File: src/rtl/pipeline_pkg.sv
// Shared decode-stage types: opcodes, ALU/result selects, control bundle, field positions.
// No logic; imported by decode_cycle and register_file.
// Optional feature macro DECODE_ILLEGAL_EN is consumed by decode_cycle.
package pipeline_pkg;

   // Instruction field positions within the 34-bit instruction word
   localparam int OP_MSB  = 33;
   localparam int OP_LSB  = 30;
   localparam int RD_MSB  = 29;
   localparam int RD_LSB  = 26;
   localparam int RS1_MSB = 25;
   localparam int RS1_LSB = 22;
   localparam int RS2_MSB = 21;
   localparam int RS2_LSB = 18;
   localparam int IMM_MSB = 17;
   localparam int IMM_LSB = 0;
   localparam int IMM_W   = 18;

   typedef enum logic [3:0] {
      OP_NOP  = 4'd0,
      OP_ADD  = 4'd1,
      OP_SUB  = 4'd2,
      OP_AND  = 4'd3,
      OP_OR   = 4'd4,
      OP_ADDI = 4'd5,
      OP_LD   = 4'd6,
      OP_ST   = 4'd7,
      OP_BEQ  = 4'd8,
      OP_JMP  = 4'd9
   } op_t;

   typedef enum logic [2:0] {
      ALU_ADD = 3'b000,
      ALU_SUB = 3'b001,
      ALU_AND = 3'b010,
      ALU_OR  = 3'b011
   } alu_ctrl_t;

   typedef enum logic [1:0] {
      RES_ALU = 2'b00,
      RES_MEM = 2'b01,
      RES_PC4 = 2'b10
   } result_src_t;

   typedef struct packed {
      logic reg_write;
      logic mem_write;
      logic alu_src;
      logic branch;
      logic jump;
   } ctrl_s;

   // Opcodes above JMP have no defined meaning
   function automatic logic is_illegal(input logic [3:0] op);
      return (op > OP_JMP);
   endfunction

endpackage

File: src/rtl/register_file.sv
// 2R1W register file, r0 hard-wired to zero, same-cycle write-through bypass on both reads.
// Latency: reads combinational, write lands on the rising edge.
// No backpressure; writes accepted every cycle regardless of pipeline stall/flush.
module register_file
   import pipeline_pkg::*;
#(
   parameter int NREG   = 16,
   parameter int DATA_W = 32,
   parameter int AW     = $clog2(NREG)
) (
   input  logic              clk,
   input  logic              rst,
   input  logic [AW-1:0]     ra1,
   input  logic [AW-1:0]     ra2,
   input  logic              we,
   input  logic [AW-1:0]     wa,
   input  logic [DATA_W-1:0] wd,
   output logic [DATA_W-1:0] rd1,
   output logic [DATA_W-1:0] rd2
);

   logic [DATA_W-1:0] regs_q [NREG];
   logic [DATA_W-1:0] regs_d [NREG];

   // Next register contents: a write to r0 is dropped so it always reads zero
   always_comb begin
      regs_d = regs_q;
      if (we && (wa != '0)) begin
         regs_d[wa] = wd;
      end
   end

   // Storage with asynchronous clear
   always_ff @(posedge clk or negedge rst) begin
      if (!rst) begin
         for (int i = 0; i < NREG; i++) begin
            regs_q[i] <= '0;
         end
      end else begin
         regs_q <= regs_d;
      end
   end

   // Read ports: r0 first, then the in-flight writeback value, then storage
   always_comb begin
      rd1 = regs_q[ra1];
      rd2 = regs_q[ra2];
      if (ra1 == '0)                rd1 = '0;
      else if (we && (wa == ra1))   rd1 = wd;
      if (ra2 == '0)                rd2 = '0;
      else if (we && (wa == ra2))   rd2 = wd;
   end

endmodule

File: src/rtl/decode_cycle.sv
// Decode stage: field split, control decode, register read, imm18 sign-extend, D/E pipeline register.
// Latency 1 cycle InstrD -> *E. StallE holds D/E, FlushE zeroes it (flush wins); regfile writes continue.
// Optional DECODE_ILLEGAL_EN: flags opcodes 10..15 on IllegalE; otherwise IllegalE is tied low.
module decode_cycle
   import pipeline_pkg::*;
#(
   parameter int INSTR_W = 34,
   parameter int PC_W    = 9,
   parameter int DATA_W  = 32,
   parameter int NREG    = 16,
   parameter int RAW     = $clog2(NREG)
) (
   input  logic               clk,
   input  logic               rst,
   input  logic [INSTR_W-1:0] InstrD,
   input  logic [PC_W-1:0]    PCD,
   input  logic [PC_W-1:0]    PCPlus4D,
   input  logic               RegWriteW,
   input  logic [RAW-1:0]     RdW,
   input  logic [DATA_W-1:0]  ResultW,
   input  logic               StallE,
   input  logic               FlushE,
   output logic               RegWriteE,
   output logic               MemWriteE,
   output logic               ALUSrcE,
   output logic               BranchE,
   output logic               JumpE,
   output logic [1:0]         ResultSrcE,
   output logic [2:0]         ALUControlE,
   output logic [DATA_W-1:0]  RD1E,
   output logic [DATA_W-1:0]  RD2E,
   output logic [DATA_W-1:0]  ImmExtE,
   output logic [RAW-1:0]     Rs1E,
   output logic [RAW-1:0]     Rs2E,
   output logic [RAW-1:0]     RdE,
   output logic [PC_W-1:0]    PCE,
   output logic [PC_W-1:0]    PCPlus4E,
   output logic               IllegalE
);

   typedef struct packed {
      ctrl_s             ctrl;
      result_src_t       result_src;
      alu_ctrl_t         alu_ctrl;
      logic [DATA_W-1:0] rd1;
      logic [DATA_W-1:0] rd2;
      logic [DATA_W-1:0] imm_ext;
      logic [RAW-1:0]    rs1;
      logic [RAW-1:0]    rs2;
      logic [RAW-1:0]    rd;
      logic [PC_W-1:0]   pc;
      logic [PC_W-1:0]   pc_plus4;
`ifdef DECODE_ILLEGAL_EN
      logic              illegal;
`endif
   } de_t;

   logic [3:0]        op;
   logic [IMM_W-1:0]  imm;
   logic [RAW-1:0]    rs1;
   logic [RAW-1:0]    rs2;
   logic [RAW-1:0]    rd;
   logic [DATA_W-1:0] rf_rd1;
   logic [DATA_W-1:0] rf_rd2;
   de_t               de_new;
   de_t               de_d;
   de_t               de_q;

   assign op  = InstrD[OP_MSB:OP_LSB];
   assign rd  = InstrD[RD_MSB:RD_LSB];
   assign rs1 = InstrD[RS1_MSB:RS1_LSB];
   assign rs2 = InstrD[RS2_MSB:RS2_LSB];
   assign imm = InstrD[IMM_MSB:IMM_LSB];

   register_file #(.NREG(NREG), .DATA_W(DATA_W), .AW(RAW)) u_rf (
      .clk (clk),
      .rst (rst),
      .ra1 (rs1),
      .ra2 (rs2),
      .we  (RegWriteW),
      .wa  (RdW),
      .wd  (ResultW),
      .rd1 (rf_rd1),
      .rd2 (rf_rd2)
   );

   // Control decode plus operand/immediate assembly for the incoming instruction
   always_comb begin
      de_new            = '0;
      de_new.alu_ctrl   = ALU_ADD;
      de_new.result_src = RES_ALU;
      case (op)
         OP_ADD:  de_new.ctrl.reg_write = 1'b1;
         OP_SUB:  begin de_new.ctrl.reg_write = 1'b1; de_new.alu_ctrl = ALU_SUB; end
         OP_AND:  begin de_new.ctrl.reg_write = 1'b1; de_new.alu_ctrl = ALU_AND; end
         OP_OR:   begin de_new.ctrl.reg_write = 1'b1; de_new.alu_ctrl = ALU_OR;  end
         OP_ADDI: begin de_new.ctrl.reg_write = 1'b1; de_new.ctrl.alu_src = 1'b1; end
         OP_LD: begin
            de_new.ctrl.reg_write = 1'b1;
            de_new.ctrl.alu_src   = 1'b1;
            de_new.result_src     = RES_MEM;
         end
         OP_ST:   begin de_new.ctrl.mem_write = 1'b1; de_new.ctrl.alu_src = 1'b1; end
         OP_BEQ:  begin de_new.ctrl.branch = 1'b1; de_new.alu_ctrl = ALU_SUB; end
         OP_JMP: begin
            de_new.ctrl.jump      = 1'b1;
            de_new.ctrl.reg_write = 1'b1;
            de_new.result_src     = RES_PC4;
         end
         default: ;  // NOP and undefined opcodes leave every control low
      endcase
`ifdef DECODE_ILLEGAL_EN
      de_new.illegal  = is_illegal(op);
`endif
      de_new.rd1      = rf_rd1;
      de_new.rd2      = rf_rd2;
      de_new.imm_ext  = {{(DATA_W-IMM_W){imm[IMM_W-1]}}, imm};
      de_new.rs1      = rs1;
      de_new.rs2      = rs2;
      de_new.rd       = rd;
      de_new.pc       = PCD;
      de_new.pc_plus4 = PCPlus4D;
   end

   // D/E next state: flush beats stall, stall beats load
   always_comb begin
      de_d = de_q;
      if (FlushE) begin
         de_d = '0;
      end else if (!StallE) begin
         de_d = de_new;
      end
   end

   // D/E pipeline register with asynchronous clear
   always_ff @(posedge clk or negedge rst) begin
      if (!rst) begin
         de_q <= '0;
      end else begin
         de_q <= de_d;
      end
   end

   assign RegWriteE   = de_q.ctrl.reg_write;
   assign MemWriteE   = de_q.ctrl.mem_write;
   assign ALUSrcE     = de_q.ctrl.alu_src;
   assign BranchE     = de_q.ctrl.branch;
   assign JumpE       = de_q.ctrl.jump;
   assign ResultSrcE  = de_q.result_src;
   assign ALUControlE = de_q.alu_ctrl;
   assign RD1E        = de_q.rd1;
   assign RD2E        = de_q.rd2;
   assign ImmExtE     = de_q.imm_ext;
   assign Rs1E        = de_q.rs1;
   assign Rs2E        = de_q.rs2;
   assign RdE         = de_q.rd;
   assign PCE         = de_q.pc;
   assign PCPlus4E    = de_q.pc_plus4;
`ifdef DECODE_ILLEGAL_EN
   assign IllegalE    = de_q.illegal;
`else
   assign IllegalE    = 1'b0;
`endif

endmodule

File: config.mk
export PLATFORM = sky130hd
export DESIGN_NAME = decode_cycle
export DESIGN_NICKNAME = d
export VERILOG_FILES = /design/src/rtl/pipeline_pkg.sv /design/src/rtl/register_file.sv /design/src/rtl/decode_cycle.sv
export SDC_FILE = /design/constraint.sdc
export NUM_CORES = 1
export LEC_CHECK = 0
export CORE_ASPECT_RATIO = 0.6
export CORE_UTILIZATION = 60
export CTS_BUF_LIST = sky130_fd_sc_hd__clkbuf_2
export CTS_CLUSTER_DIAMETER = 150
export DETAILED_ROUTE_END_ITERATION = 16
export MAX_ROUTING_LAYER = met4
export PLACE_DENSITY = 0.81
export SKIP_LAST_GASP = 1
export SLEW_MARGIN = 20
export SYNTH_ARGS = -nofsm -noshare
export SYNTH_HDL_FRONTEND = slang
export SYNTH_HIERARCHICAL = 1
export SYNTH_SLANG_ARGS = --single-unit
File: constraint.sdc
create_clock -name clk -period 2.14 [get_ports clk]
set_input_delay 0.428 -clock clk [delete_from_list [all_inputs] [get_ports clk]]
set_output_delay 0.428 -clock clk [all_outputs]
set_load 0.02 [all_outputs]
Word level (Yosys, flattened, before mapping)
Index checks and enable logic that the tools add are counted.
{"block": "totals", "regBits": 648, "in_bits": 93, "out_inout_bits": 137, "elab_cells": 82}
{"block": "classes", "n_lt_le_gt_ge": 4, "n_eq_ne": 12, "muxes": 22, "bitwise_logic": 3, "n_reduce_logical": 10}
{"operator": "512-bit bitwise mux", "count": 1}
{"operator": "32-bit two-way mux", "count": 9}
{"operator": "136-bit two-way mux", "count": 2}
{"operator": "32-bit binary-select mux with 4-bit select", "count": 2}
{"operator": "32-bit demux with 4-bit select", "count": 1}
{"operator": "4-bit by 3-bit == test with 1-bit output, second input constant", "count": 4}
{"operator": "5-bit >= comparator, second input constant", "count": 3}
{"operator": "4-bit inverter with 5-bit output", "count": 3}
{"operator": "4-bit by 2-bit == test with 1-bit output, second input constant", "count": 2}
{"operator": "4-bit == test", "count": 2}
{"operator": "4-bit == test, second input constant", "count": 2}
{"operator": "4-bit logical NOT", "count": 2}
{"operator": "7-bit OR reduction", "count": 1}
{"operator": "2-bit one-hot mux with 3 select lines", "count": 1}
{"operator": "5-bit by 1-bit < comparator with 1-bit output, second input constant", "count": 1}
{"operator": "1-bit two-way mux", "count": 5}
{"operator": "4-bit by 1-bit == test with 1-bit output, second input constant", "count": 1}
{"operator": "1-bit logical AND", "count": 4}
{"operator": "2-bit one-hot mux with 2 select lines", "count": 1}
{"operator": "4-bit nonzero test", "count": 1}
{"operator": "3-bit OR reduction", "count": 1}
{"operator": "2-bit by 1-bit inequality test with 1-bit output, second input constant", "count": 1}
{"operator": "2-bit OR reduction", "count": 1}

Longest topological paths before layout
{"block": "depth", "word_depth": 8, "mapped_depth": 9}

By module
The synthesis kept the hierarchy.
{"mod": "register_file", "instances": 1, "cells_each": 1804, "area_per_inst_um2": 28084.4, "seq_area_each_um2": 12812.3}
{"mod": "decode_cycle", "instances": 1, "cells_each": 425, "area_per_inst_um2": 5088.6, "seq_area_each_um2": 3027.9}

Worst setup path before layout
OpenSTA, ideal clock, no wires.
{"block": "synth_timing", "kind": "input to register", "startpoint": "input InstrD[23]", "endpoint": "register de_q (netlist bit RD1E[7])", "arrival_ns": 1.913, "t_required_ns": 2.008, "path_slack_ns": 0.095, "stages": 8, "n_path_buf": 2, "cell_sequence": "buf_2 > buf_2 > mux4_2 > mux2i_1 > o21ai_0 > a22o_1 > mux2i_1 > nor2_1"}
{"block": "synth_between", "elab_chain_len": 8}
{"element": "start: declaration", "line_no": "decode_cycle.sv:15", "source": "input logic [INSTR_W-1:0] InstrD,"}
{"element": "4-bit inverter with 5-bit output (not written as such)", "line_no": "register_file.sv:46", "source": "rd1 = regs_q[ra1];"}
{"element": "32-bit binary-select mux with 4-bit select", "line_no": "register_file.sv:46"}
{"element": "32-bit two-way mux (not written as such) (2 in series)", "line_no": "register_file.sv:46"}
{"element": "32-bit two-way mux", "line_no": "register_file.sv:49", "source": "else if (we && (wa == ra1)) rd1 = wd;"}
{"element": "32-bit two-way mux *", "line_no": "register_file.sv:48", "source": "if (ra1 == '0) rd1 = '0;"}
{"element": "via rf_rd1[7]", "line_no": "decode_cycle.sv:63", "source": "logic [DATA_W-1:0] rf_rd1;"}
{"element": "136-bit two-way mux *", "line_no": "decode_cycle.sv:130", "source": "end else if (!StallE) begin"}
{"element": "136-bit two-way mux *", "line_no": "decode_cycle.sv:128", "source": "if (FlushE) begin"}
{"element": "end signal: assignment", "line_no": "decode_cycle.sv:138", "source": "de_q <= '0;"}
{"element": "end signal: assignment", "line_no": "decode_cycle.sv:140", "source": "de_q <= de_d;"}
{"element": "end: declaration", "line_no": "decode_cycle.sv:67", "source": "de_t de_q;"}
The timed path passes the listed nets; every way through them passes the cells marked *. The select of a mux whose other input is x is not followed.
A chain may end at the register's enable or synchronous reset.

==> flow_summary_export.csv <==
group,metric,value,unit
finish,fin_nets,2816,
floorplanning,die_x,306,µm
detailed_routing,firstDrtPassIters,6,
synth,synth_edf_count,0,
placement,dpl.cell_count,3135,
worst_setup_path,crit_start,"ImmExtE[30]$_DFFE_PN0P_",
floorplanning,io_pins,230,
clock_network,h-tree-depth,4,
worst_setup_path,worstSetupEndpointType,"output port",
finish,fin_util,74.7,%
global_routing,grt_max_degree,117,
worst_setup_path,regToRegSetupSlack,130,ps
synth,synth_cells,2229,
global_routing,grt_pass1_wl,145000,µm
detailed_routing,drt-total-wl,96600,µm
sta,fin_crit,2430,ps
status,status,"finished, violations left",
worst_setup_path,cp.arrival,2000,ps
synth,synth_seq_area_share,47.8,%
floorplanning,die_area,56300,µm²
finish,stdcell_count,3549,
clock_network,cts_made_buffers,146,
sta,slew_headroom,48.5,%
global_routing,antenna_found_initial,3,
detailed_routing,drc,0,
floorplanning,die_h,184,µm
synth,syn-cell-area,33200,µm²
finish,drive_gt1_share,52.6,%
finish,fill_cells,3213,
sta,fin_skew,85.4,ps
clock_network,tritoncts,"yes",
worst_hold_path,hp-start,"InstrD[18]",
synth,ys_seq_elements,633,
worst_setup_path,worstPathRequired,1710,ps
clock_network,clock_sinks,633,
clock_network,insertion_delay,1260,ps
placement,gp_congestion,0.890,
worst_setup_path,crit_family,"flip-flops",
global_routing,first_global_vias,24300,
global_routing,grt_usage,35.7,%
sta,post-route-period-util,114,%
clock_network,clk_pin_slew,120,ps
detailed_routing,drtAntennaViolNets,0,
synth,ys_warn_count,6,
pwr,power_density,818,nW/µm²
clock_network,clock_path_buffers,3,
status,violations,"setup timing",
pwr,ir_drop,521,µV
job,maxCapViolations,0,
floorplanning,core,54400,µm²
synth,synth-main-ff-cell,"dfrtp_1",
sta,clock.fmax,411,MHz
synth,synthDistinctLibCells,54,
worst_setup_path,rr_startpoint,"u_rf/regs_q[16]$_DFFE_PN0P_",
sta,finalMaxSlewViolations,0,
worst_setup_path,startpoint_type,"flop",
worst_hold_path,hp-class,"in -> reg",
placement,place_area,37800,µm²
floorplanning,row_count,66,
clock_network,cts-root-buf,"clkbuf_2",
worst_setup_path,critPathSlowestCell,"dfrtp_2",
worst_setup_path,critPathMaxFanout,4,
sta,tightest_slew,772,ps
sta,setup_viol,133,
sta,finalHoldViolCount,0,
pwr,leakagePower,18.3,nW
global_routing,grt-ovfl-total,0,
floorplanning,start_util,61.0,%
synth,postSynthAreaPerCell,14.9,µm²
detailed_routing,vias_per_cell,6.53,
detailed_routing,routedWlPerCell,27.2,µm
worst_setup_path,path_cells,"buf_6, buf_4",
detailed_routing,drtIter0Drc,2582,
finish,synthToLayoutAreaGrowth,22.6,%
worst_setup_path,slowest_delay,460,ps
placement,post-dp-hpwl,61000,µm
sta,rsz0062_at_grt,"true",
detailed_routing,num_vias,23200,
synth,synthArstFlopShare,100,%
worst_setup_path,critPathKind,"reg -> out",
placement,place.port_buffers,227,
worst_setup_path,worst-path-buf-inv,2,
pwr,power,33.3,mW
finish,final_area,40700,µm²
sta,fin_tns_setup,-9190,ps
sta,timing.final.ws_setup,-292,ps
[worst min-delay path, cell delays in order]
cell and delay (ps):
buf_4 240, mux2i_1 180, mux2_2 170, o31ai_2 60
mux2i_1 120, nor2_1 60
[cell type report]
class / count / area, µm² / share of cell area [%]
Antenna cell: 6 / 15.0 / 0.0369
Clock buffer: 209 / 1050 / 2.57
Clock inverter: 45 / 312 / 0.766
Inverter: 1 / 3.75 / 0.00923
Multi-Input combinational cell: 1332 / 16000 / 39.2
Sequential cell: 633 / 15800 / 39.0
Tap cell: 714 / 893 / 2.20
Timing Repair Buffer: 609 / 6600 / 16.2
[registers in the layout (all words and copies together), names as in the netlist]
name         cells
MemWriteE        1
ALUSrcE          1
RdE              4
ImmExtE         18
RegWriteE        1
u_rf/regs_q    512
ResultSrcE       2
Rs1E             4
PCPlus4E         9
RD2E            32
Rs2E             4
JumpE            1
BranchE          1
ALUControlE      2
RD1E            32
PCE              9
[metrics by stage]
step                      hold WS (ps)  setup slack [ps]
after global routing             -15.7              -409
after CTS                         1.46              -333
after floorplan                    132              95.3
after detailed placement           366              -394
after global placement             371              -324
final                             87.6              -292
[logic make-up (layout without fill, tap and decap cells)]
group                     count (synthesis)  after routing  synth area share (%)
and+or+nand+nor                         202            202                  2.72
buffers and inverters                   265            864                  4.53
muxes                                   976            976                  41.2
AOI/OAI and AO/OA                       145            145                  3.59
DFF                                     633            633                  47.8
xor gates and xnor gates                  7              7                 0.185
other                                     1              8                0.0113
[layout by cell type, fill, tap and decap left out, types with 3 or more instances in the layout]
cell type | netlist | final
xnor2_1 | 7 | 7
clkdlybuf4s50_1 | 0 | 81
buf_12 | 3 | 91
mux4_2 | 241 | 241
bufinv_16 | 0 | 5
nor2_1 | 128 | 118
o31ai_1 | 3 | 3
a21oi_1 | 7 | 7
buf_4 | 35 | 232
a22o_1 | 32 | 32
inv_2 | 0 | 4
nor3_1 | 3 | 3
clkbuf_2 | 1 | 209
nor3b_1 | 3 | 3
or3_2 | 0 | 3
o31ai_2 | 29 | 29
a22oi_1 | 31 | 31
mux4_1 | 15 | 15
clkinv_1 | 0 | 29
nand2_1 | 10 | 10
mux2_1 | 9 | 9
mux2i_1 | 207 | 207
dlygate4sd3_1 | 0 | 63
diode_2 | 0 | 6
clkinv_2 | 0 | 6
nand3_1 | 33 | 33
buf_6 | 23 | 138
o21ai_0 | 30 | 30
nand3b_1 | 4 | 4
mux2_2 | 504 | 504
dfrtp_1 | 633 | 632
nor2_4 | 0 | 10
[report_power, final]
part,leakage (nW),internal [mW],switching [mW]
sequential,7.96,14.3,1.89
combinational,9.32,5.44,3.47
clock,1.02,3.21,4.98
total,18.3,22.9,10.3
[cells in the mapped netlist, types with 4 or more instances]
cell type  count  area, µm²
a22o_1        32        280
nand3b_1       4       30.0
mux4_1        15        394
o31ai_2       29        363
a21oi_1        7       35.0
clkbuf_1     102        383
buf_1          8       30.0
xnor2_1        7       61.3
mux2i_1      207       2070
nand2_1       10       37.5
buf_4         35        263
mux4_2       241       5430
nor2_1       128        480
mux2_2       504       5680
nand3_1       33        165
dfrtp_1      633      15800
buf_2         86        430
or3_1          4       25.0
mux2_1         9        101
buf_6         23        259
o21ai_0       30        150
a22oi_1       31        233
[timing repair]
action                                  CTS  global route
endpoints found under the setup margin  135           135
hold buffers                             64             0
buffers inserted                         54            36
resized for setup                       804            16
pin swaps                                 0             0
hold endpoints to repair                780             0
[routing by layer]
layer	track usage [%]	vias up	wire length, µm
met1	46.7	12100	38200
met3	10.2	283	9530
met4	13.5	0	3350
li1	-	9515	-
met2	53.5	1300	45600
met5	-	-	0
[final timing paths]
path | to | cells past startpoint
worst max-delay path | ImmExtE[17] | 2
worst min-delay path | RD2E[7]$_DFFE_PN0P_ | 6
worst max register to register | RD1E[16]$_DFFE_PN0P_ | 6
worst min register to register | u_rf/regs_q[502]$_DFFE_PN0P_ | 0
max in group asynchronous | u_rf/regs_q[373]$_DFFE_PN0P_ | 5
min in group asynchronous | u_rf/regs_q[327]$_DFFE_PN0P_ | 4
No activity file was read; power rests on OpenSTA's default activity.
